===== config.mk =====
export PLATFORM = sky130hd
export DESIGN_NAME = bcd_serial_adder
export DESIGN_NICKNAME = d
export VERILOG_FILES = /design/src/rtl/bcd_pkg.sv /design/src/rtl/bcd_digit_add.sv /design/src/rtl/bcd_serial_adder.sv
export SDC_FILE = /design/constraint.sdc
export NUM_CORES = 1
export LEC_CHECK = 0
export CAP_MARGIN = 20
export CORE_ASPECT_RATIO = 1.75
export CORE_UTILIZATION = 40
export CTS_CLUSTER_SIZE = 14
export DETAILED_ROUTE_END_ITERATION = 6
export GPL_ROUTABILITY_DRIVEN = 0
export PLACE_DENSITY_LB_ADDON = 0.08
export SLEW_MARGIN = 15
export SYNTH_ARGS = -nofsm -noshare
export SYNTH_HDL_FRONTEND = slang
export SYNTH_HIERARCHICAL = 1
export SYNTH_SLANG_ARGS = --single-unit

===== constraint.sdc =====
create_clock -name clk -period 3.99 [get_ports clk]
set_clock_uncertainty 0.05 [all_clocks]
set_input_delay 1.197 -clock clk [delete_from_list [all_inputs] [get_ports clk]]
set_output_delay 1.197 -clock clk [all_outputs]
set_load 0.05 [all_outputs]

===== src/rtl/bcd_pkg.sv =====
// Shared definitions for the serial packed-BCD adder.
// Digit limits, the digit type and the control-state encoding.
package bcd_pkg;

  localparam logic [3:0] BCD_MAX  = 4'd9;
  localparam logic [3:0] BCD_CORR = 4'd6;

  typedef logic [3:0] bcd_digit_t;

  typedef enum logic [1:0] {
    IDLE,
    ADD,
    DONE
  } state_e;

endpackage


===== src/rtl/bcd_digit_add.sv =====
// Combinational single-digit decimal adder with +6 correction.
// Ports: ad, bd, c in; digit, carry_out, invalid (ad or bd > 9) out.
module bcd_digit_add
  import bcd_pkg::*;
(
  input  bcd_digit_t ad,
  input  bcd_digit_t bd,
  input  logic       c,
  output bcd_digit_t digit,
  output logic       carry_out,
  output logic       invalid
);

  logic [4:0] t;

  assign t         = {1'b0, ad} + {1'b0, bd} + {4'b0, c};
  assign carry_out = t > {1'b0, BCD_MAX};
  // (t + 6)[3:0] equals t[3:0] + 6 in 4-bit arithmetic
  assign digit     = carry_out ? (t[3:0] + BCD_CORR) : t[3:0];
  assign invalid   = (ad > BCD_MAX) | (bd > BCD_MAX);

endmodule


===== src/rtl/bcd_serial_adder.sv =====
// Multi-digit packed-BCD adder, one digit per clock, LSD first.
// Ports: clk, rst_n, in_valid/in_ready + a, b, cin; out_valid/out_ready + sum, cout, err.
module bcd_serial_adder
  import bcd_pkg::*;
#(
  parameter int DIGITS = 4,
  localparam int IDXW = (DIGITS > 1) ? $clog2(DIGITS) : 1
) (
  input  logic                clk,
  input  logic                rst_n,
  input  logic                in_valid,
  output logic                in_ready,
  input  logic [4*DIGITS-1:0] a,
  input  logic [4*DIGITS-1:0] b,
  input  logic                cin,
  output logic                out_valid,
  input  logic                out_ready,
  output logic [4*DIGITS-1:0] sum,
  output logic                cout,
  output logic                err
);

  localparam logic [IDXW-1:0] LAST = IDXW'(DIGITS - 1);

  state_e              state_q;
  logic [4*DIGITS-1:0] a_q;
  logic [4*DIGITS-1:0] b_q;
  logic [4*DIGITS-1:0] sum_q;
  logic [IDXW-1:0]     idx_q;
  logic                carry_q;
  logic                cout_q;
  logic                err_q;

  bcd_digit_t ad_s;
  bcd_digit_t bd_s;
  bcd_digit_t dig_s;
  logic       co_s;
  logic       inv_s;

  always_comb begin
    ad_s = '0;
    bd_s = '0;
    for (int i = 0; i < DIGITS; i++) begin
      if (idx_q == IDXW'(i)) begin
        ad_s = a_q[4*i +: 4];
        bd_s = b_q[4*i +: 4];
      end
    end
  end

  bcd_digit_add u_dig (
    .ad        (ad_s),
    .bd        (bd_s),
    .c         (carry_q),
    .digit     (dig_s),
    .carry_out (co_s),
    .invalid   (inv_s)
  );

  always_ff @(posedge clk) begin
    if (!rst_n) begin
      state_q <= IDLE;
      a_q     <= '0;
      b_q     <= '0;
      sum_q   <= '0;
      idx_q   <= '0;
      carry_q <= 1'b0;
      cout_q  <= 1'b0;
      err_q   <= 1'b0;
    end else begin
      unique case (state_q)
        IDLE: begin
          if (in_valid) begin
            a_q     <= a;
            b_q     <= b;
            carry_q <= cin;
            idx_q   <= '0;
            err_q   <= 1'b0;
            state_q <= ADD;
          end
        end
        ADD: begin
          for (int i = 0; i < DIGITS; i++) begin
            if (idx_q == IDXW'(i)) sum_q[4*i +: 4] <= dig_s;
          end
          carry_q <= co_s;
          err_q   <= err_q | inv_s;
          if (idx_q == LAST) begin
            cout_q  <= co_s;
            state_q <= DONE;
          end else begin
            idx_q <= idx_q + 1'b1;
          end
        end
        DONE: begin
          if (out_ready) state_q <= IDLE;
        end
        default: state_q <= IDLE;
      endcase
    end
  end

  assign in_ready  = (state_q == IDLE);
  assign out_valid = (state_q == DONE);
  assign sum       = sum_q;
  assign cout      = cout_q;
  assign err       = err_q;

endmodule

Word level (Yosys, flattened, before mapping)
Cells that the tools add are included.
Word-level totals
  flip-flop bits (word level): 55
  input bits: 37
Operators by class
  reductions and logical operators: 11
  order comparisons: 3
  eq/ne operators: 9
  muxes and demuxes: 20
  add/sub/neg operators: 4
  bitwise operators: 2
Operator list (count)
  4-bit two-way mux: 9
  2-bit AND reduction: 6
  2-bit two-way mux: 5
  4-bit > comparator (second input constant): 2
  2-bit equality test (second input constant): 3
  2-bit inequality test (second input constant): 3
  2-bit one-hot mux with 3 select lines: 1
  3-bit AND reduction: 2
  4-bit by 4-bit adder with 5-bit output: 1
  5-bit by 1-bit adder with 5-bit output: 1
  5-bit by 4-bit > comparator with 1-bit output (second input constant): 1
  4-bit by 3-bit adder with 4-bit output (second input constant): 1
  2-bit by 1-bit equality test with 1-bit output (second input constant): 2
  2-bit zero test: 2
  1-bit one-hot mux with 2 select lines: 2
  2-bit one-hot mux with 2 select lines: 1
  2-bit by 1-bit adder with 2-bit output (second input constant): 1
  1-bit two-way mux: 2
  2-bit by 1-bit inequality test with 1-bit output (second input constant): 1
  1-bit bitwise OR: 2
  2-bit nonzero test: 1

Logic depth before layout (Yosys ltp)
Gate-level depths: netlist of run 1.
  depth in word-level cells: 9
  gate-level depth with buffers: 15
  gate-level depth less buffers: 14

By module
Netlist of run 1, hierarchy kept.
By module, submodules not included
  bcd_serial_adder: area an instance 2617.5 µm², instances 1, cells an instance 308, sequential area each 1101.1 µm²
  bcd_digit_add: area an instance 225.2 µm², instances 1, cells an instance 25, sequential area each 0.0 µm²

Worst setup path after synthesis of run 1
Ideal clock, no wire load.
  kind: register -> register
  start: register idx_q[0]
  end: register sum_q[10] (netlist: sum[10])
  path slack: 0.383 ns
  arrival: 3.481 ns
  stages on the path, launching flop included: 16
  clock period less this slack: 3.607 ns
  path through: dfxtp_1 -> inv_1 -> ha_1 -> clkbuf_1 -> a21oi_1 -> o21ai_0 -> a22o_1 -> fa_1 -> fa_1 -> xnor2_1 -> ha_1 -> a31o_1 -> o31ai_4 -> mux2i_1 -> nand3_1 -> a21boi_0
On the way
  longest elaborated chain between the ends: 9
  elaborated cells between the ends (all ways): 18
  those cells by class: add/sub (3); order compare (1); eq/ne (3); mux (9); reduce/logical (2)
RTL lines
  start, declared: RTL line bcd_serial_adder.sv:29  | logic [IDXW-1:0] idx_q;
  start signal, assigned: RTL line bcd_serial_adder.sv:92  | idx_q <= idx_q + 1'b1;
  2-bit zero test: RTL line bcd_serial_adder.sv:44  | if (idx_q == IDXW'(i)) begin
  4-bit two-way mux (3 in a row): RTL line bcd_serial_adder.sv:44
  4-bit two-way mux (*): RTL line bcd_serial_adder.sv:44
  via ad_s[0]: RTL line bcd_serial_adder.sv:34  | bcd_digit_t ad_s;
  4-bit by 4-bit adder with 5-bit output (*): RTL line bcd_digit_add.sv:16  | assign t = {1'b0, ad} + {1'b0, bd} + {4'b0, c};
  5-bit by 1-bit adder with 5-bit output (*): RTL line bcd_digit_add.sv:16
  5-bit by 4-bit > comparator with 1-bit output (*): RTL line bcd_digit_add.sv:17  | assign carry_out = t > {1'b0, BCD_MAX};
  via co_s: RTL line bcd_serial_adder.sv:37  | logic co_s;
  4-bit two-way mux (*): RTL line bcd_digit_add.sv:19  | assign digit = carry_out ? (t[3:0] + BCD_CORR) : t[3:0];
  via dig_s[2]: RTL line bcd_serial_adder.sv:36  | bcd_digit_t dig_s;
  end signal, assigned by index: RTL line bcd_serial_adder.sv:84  | if (idx_q == IDXW'(i)) sum_q[4*i +: 4] <= dig_s;
  end, declared: RTL line bcd_serial_adder.sv:28  | logic [4*DIGITS-1:0] sum_q;
Mark *: on every way through the listed nets, which the timed path passes. The rest lies on a longest branch.
A chain may end at the register's enable or synchronous reset.

Worst setup path after layout of run 1
  start: register idx_q[1]
  end: register sum_q[11] (netlist: sum[11])
On the way
  longest elaborated chain between the ends: 9
  elaborated cells between the ends (all ways): 18
  those cells by class: add/sub (3); order compare (1); eq/ne (3); mux (9); reduce/logical (2)
RTL lines (RTL line)
  2-bit zero test: bcd_serial_adder.sv:44
  4-bit two-way mux (3 in a row): bcd_serial_adder.sv:44
  4-bit two-way mux (*): bcd_serial_adder.sv:44
  via ad_s[0]: bcd_serial_adder.sv:34
  4-bit by 4-bit adder with 5-bit output (*): bcd_digit_add.sv:16
  5-bit by 1-bit adder with 5-bit output (*): bcd_digit_add.sv:16
  4-bit by 3-bit adder with 4-bit output / 5-bit by 4-bit > comparator with 1-bit output (equally long branches): bcd_digit_add.sv:19, bcd_digit_add.sv:17
  4-bit two-way mux (*): bcd_digit_add.sv:19
  via dig_s[3]: bcd_serial_adder.sv:36
Marked as above.

==> results of run 1 <==
worst min path at each step:
stage	start	endpoint	cells past startpoint	slack, ns
after global placement	sum[13]	sum[13]	2	0.40
final	sum[14]	sum[14]	2	0.41
after CTS	sum[13]	sum[13]	2	0.42
after detailed placement	sum[13]	sum[13]	2	0.41
after global routing	a_q[10]	a_q[10]	2	0.44
after floorplan	b_q[0]	b_q[0]	2	0.39
sequential cells by signal (all words and copies together) (netlist names):
signal	count
idx_q	2
sum	16
b_q	16
state_q	2
cout	1
carry_q	1
err	1
a_q	16
through the flow:
step	cells	cell area (um^2)	hold slack (ns)
after global routing	467	3600	0.437
after floorplan	333	2840	0.394
after detailed placement	459	3430	0.409
after global placement	459	3430	0.401
after CTS	467	3590	0.418
final	467	3600	0.408
critical path: stages (launching register included):
cell	delay [ns]
dfxtp_1	0.38
inv_1	0.09
ha_2	0.23
a21oi_1	0.14
o21ai_0	0.08
a22o_1	0.20
fa_1	0.43
fa_1	0.42
xnor2_1	0.20
ha_1	0.26
a31o_1	0.24
a2111oi_0	0.46
nor2b_1	0.20
nand3_1	0.12
a21boi_0	0.09
logic make-up (layout without fill, tap and decap cells):
| group | Yosys count | in the layout | synth area share, % |
|---|---|---|---|
| and+or+nand+nor | 130 | 130 | 20.2 |
| AOI/OAI and AO/OA | 97 | 97 | 27.8 |
| DFF | 55 | 55 | 38.7 |
| buffers and inverters | 37 | 87 | 7.09 |
| adders and majority gates | 10 | 10 | 4.93 |
| xor gates and xnor gates | 2 | 2 | 0.616 |
| muxes | 2 | 2 | 0.704 |
layout make-up:
type                       count  area, um^2  area share [%]
multi-input combinational    241        1550            43.1
sequential                    55        1100            30.6
timing repair buffer          66         636            17.7
clock buffer                   8         156            4.35
tap                           84         105            2.92
inverter                      13        48.8            1.36
power by group:
part	total (uW)	internal [uW]	switching, uW	leakage, uW
Clock	464	268	196	0.0000772
Combinational	299	132	167	0.000750
Sequential	595	577	18.4	0.000449
Total	1360	977	382	0.00128
placed cells by master, fill, tap and decap left out, types with 2 or more instances in the layout:
master            n
ha_1              6
clkbuf_16         5
ha_2              2
a21boi_1          2
o21ai_0          10
nor2_1            2
clkdlybuf4s50_1  56
o22ai_1           3
a21boi_2         30
nor2b_1           2
nand3b_1          5
xnor2_1           2
a21boi_0         19
nand3_1          18
a21oi_1          20
clkbuf_8          2
nand2_1          96
a22o_1            8
fa_1              2
buf_4            10
dfxtp_1          54
inv_1            13
layer usage:
metal,routed length (um),GRT usage (%)
met1,2750,21.5
met2,3400,34.1
met3,197,3.30
met5,0,0
met4,237,11.4
repair_timing:
item / CTS / global route
buffers inserted: 0 / 0
resized for setup: 0 / 6
setup endpoints to repair: 0 / 8
==> results.cfg, run 1 <==
[flow_run]
maxCapViolCount = 0

[cells_and_area]
diodes = 0
nets = 429
drive_gt1_share_pct = 14.6
fillers = 710
synthToLayoutAreaGrowth_pct = 26.5
fin_util_pct = 52.5

[sta]
worst_pin_slew_ns = 0.697
fin_setup_tns_ns = 0
final_max_slew_viol_count = 0
slew_headroom_pct = 53.4
period_needed_ns = 3.69
finalCritPeriodShare_pct = 92.4
fin_ws_ns = 0.305
setup_violations = 0
fmax_mhz = 271
hold_viol_final = 0
rsz0062_at_grt = no

[pwr]
power.total_uw = 1360
irDropWorstVdd_mv = 0.254
p_leak_uw = 0.00128
power_density_mw_per_mm2 = 378

[placement]
hpwl_mm = 4.94
place_ws_ns = 0.129
portBuffers = 56

[setup_path]
endpoint_kind = flip-flop
r2r_slack_ns = 0.30
critPathKind = flip-flop to flip-flop
critical_path_arrival_ns = 3.82
r2r_start = idx_q[1]
endpoint = sum[11]
reg2reg_depth = 14
worstPathRequired_ns = 4.13
critPathMaxFanout = 8
reg2reg_to = sum[11]
cp-startpoint = idx_q[1]
startpoint_type = flip-flop

[global_routing]
grt_pass1_wl_mm = 11.0
antenna_found_initial = 0
grt_max_degree = 58
grt_use_total_pct = 19.5
gr-total-overflow = 0
grt_pass1_vias = 2345

[detailed_routing]
viasPerCell = 5.04
routedWlPerCell_um = 14.1
via_count = 2355
drc = 0
firstDrtPassIters = 4
ant_nets = 0
wl_mm = 6.58
drtIter0Drc = 122

[clock_tree]
cts_max_level = 2
cts_buffer_depth = 2
cts_buffers = 5
cts_tree = yes
cts_hold_buf = 0
cts.clk_slew.worst_paths_ns = 0.07
insertion_delay_ns = 0.30
clock_sinks = 55
root_buffer = clkbuf_16

[synth]
synth_edf_count = 0
ys_top_cells_by_area = dfxtp_1 39%, nand2_1 13%, a21boi_2 12%
syn_inst = 333
ys_ff_latch = 55
post-synth-top-count-cell = nand2_1
ys_top_cells_by_count = 96 x nand2_1, 55 x dfxtp_1, 30 x a21boi_2
synth.distinct_cells = 34
yosys.area.top_type = dfxtp_1
async_flop_share_pct = 0
synth_fp_nets = 380
synth_top_area_share_pct = 38.7
seq_area_frac_synth_pct = 38.7
syn_area_per_cell_um2 = 8.54
ys_warn_count = 6
synthFlopType = dfxtp_1
netlist_area_mm2 = 0.00284

[status]
status = finished clean

[hold_path]
holdCritPathClass = flip-flop to flip-flop

[floorplan]
core_mm2 = 0.00686
num_rows = 40
dieArea_mm2 = 0.00746
die_w_um = 65.7
start_util_pct = 41.5
ios = 57
die_height_um = 114
Note: power is estimated with default switching activity, not from simulation.
==> run 2: changes to the inputs <==
--- a/config.mk
+++ b/config.mk
@@ -5,7 +5,6 @@
 export SDC_FILE = /design/constraint.sdc
 export NUM_CORES = 1
 export LEC_CHECK = 0
-export CAP_MARGIN = 20
 export CORE_ASPECT_RATIO = 1.75
 export CORE_UTILIZATION = 40
 export CTS_CLUSTER_SIZE = 14
==> results of run 2 <==
Same layout as run 1: the final DEF is identical, and so are final timing and power.
==> RTL edit, RTL diff (settings of run 1) <==
Set the package constant `BCD_MAX` to 4'd4 (it was 4'd9).
--- a/src/rtl/bcd_pkg.sv
+++ b/src/rtl/bcd_pkg.sv
@@ -2,7 +2,7 @@
 // Digit limits, the digit type and the control-state encoding.
 package bcd_pkg;
 
-  localparam logic [3:0] BCD_MAX  = 4'd9;
+  localparam logic [3:0] BCD_MAX  = 4'd4;
   localparam logic [3:0] BCD_CORR = 4'd6;
 
   typedef logic [3:0] bcd_digit_t;
Function: changed (Yosys sat finds a counterexample within 4 cycles, from zero or initial values and one cycle with rst_n low).
==> RTL edit against run 1 <==
Setup slack got worse by 0.028 ns. Final cell count rose by 4.1%. Sequential cell count did not move. Count of clock-buffer cells in the layout down 2. Power is 0.49% higher. Cell area grew 1.0%. Synthesized area increased by 3.4%. Clock power down 12%. Routed wire length is 5.3% higher. Critical endpoint is now sum[2].
==> RTL edit: results (changes against run 1) <==
num_vias: 2468  # +4.8%
wl_met2_um: 3727  # +9.5%
wl_met1_um: 2742  # -0.11%
whs_ns: 0.4131  # +0.004647 ns
crit_start: "idx_q[0]"
p_int_uw: 953.3  # -2.4%
hold_viol_final: 0  # unchanged
synth_commonest_cells: "nand2_1, dfxtp_1, a21boi_2"
critPathTopFamily: "adder cells"
wl_met3_um: 218  # +11%
peakVddDrop_v: 0.0002289  # -9.7%
cp_slowest_stage_delay_ns: 0.44  # -0.02 ns
switching_power_uw: 411.7  # +7.9%
rr_endpoint: "sum[2]"
reg2reg_depth: 16  # +2
synth_cell_types: 38  # +12%
drt_first_pass_iters: 5  # +1
dp_hpwl_um: 5182  # +5.0%
drt-initial-drc-count: 112  # -8.2%
met1_usage_pct: 21.88  # +0.39 points
track_usage_pct: 20.50  # +0.95 points
status: "completed"
layout.nets: 448  # +4.4%
min_from: "sum[15]"
fillers: 755  # +6.3%
cp_max_fo: 11  # +3
grt_pass1_wl_um: 11770  # +6.7%
use_met3_pct: 3.642  # +0.34 points
synth.area.top_cells: "dfxtp_1, nand2_1, a21boi_2"
relSlewSlack_pct: 52.27  # -1.1 points
power.leakage_uw: 0.001287  # +0.85%
grt_pass1_vias: 2423  # +3.3%
p_clk_share_pct: 30.0  # -4.1 points
grt_use_met2_pct: 36.97  # +2.9 points
min_to: "sum[15]"
final_layout_size_suffix_gt1_share_pct: 12.25  # -2.4 points
syn_nets: 403  # +6.1%
RTL edit: kinds of logic (layout without fill, tap and decap cells):
group           count (synthesis)  count (layout)  share of synthesized area, %
simple gates                  144             144                         21.92
compound gates                 98              98                         26.55
flops                          55              55                         37.45
buf+inv                        44              88                         7.744
fa+ha+maj                      10              10                         4.766
xor+xnor                        3               3                        0.8938
mux                             2               2                        0.6809
RTL edit: stage by stage:
step | setup WS, ns | cell area, um^2 | cells
final | 0.2771 | 3633 | 486
after global routing | 0.06425 | 3633 | 486
after CTS | 0.1933 | 3630 | 486
after detailed placement | 0.2169 | 3501 | 480
after global placement | 0.2139 | 3501 | 480
after floorplan | 0.7591 | 2940 | 356
RTL edit: layout make-up:
cell class	instances	share of cell area, %
inverter	20	2.066
tap	86	2.961
clock buffer	6	3.547
sequential	55	30.30
timing repair buffer	62	16.67
multi-input combinational	257	44.46
RTL edit: repair_timing:
action                     CTS  global route
setup endpoints to repair    0             3
buffers inserted             0             0
hold endpoints to repair     0             0
gates resized for setup      0             1
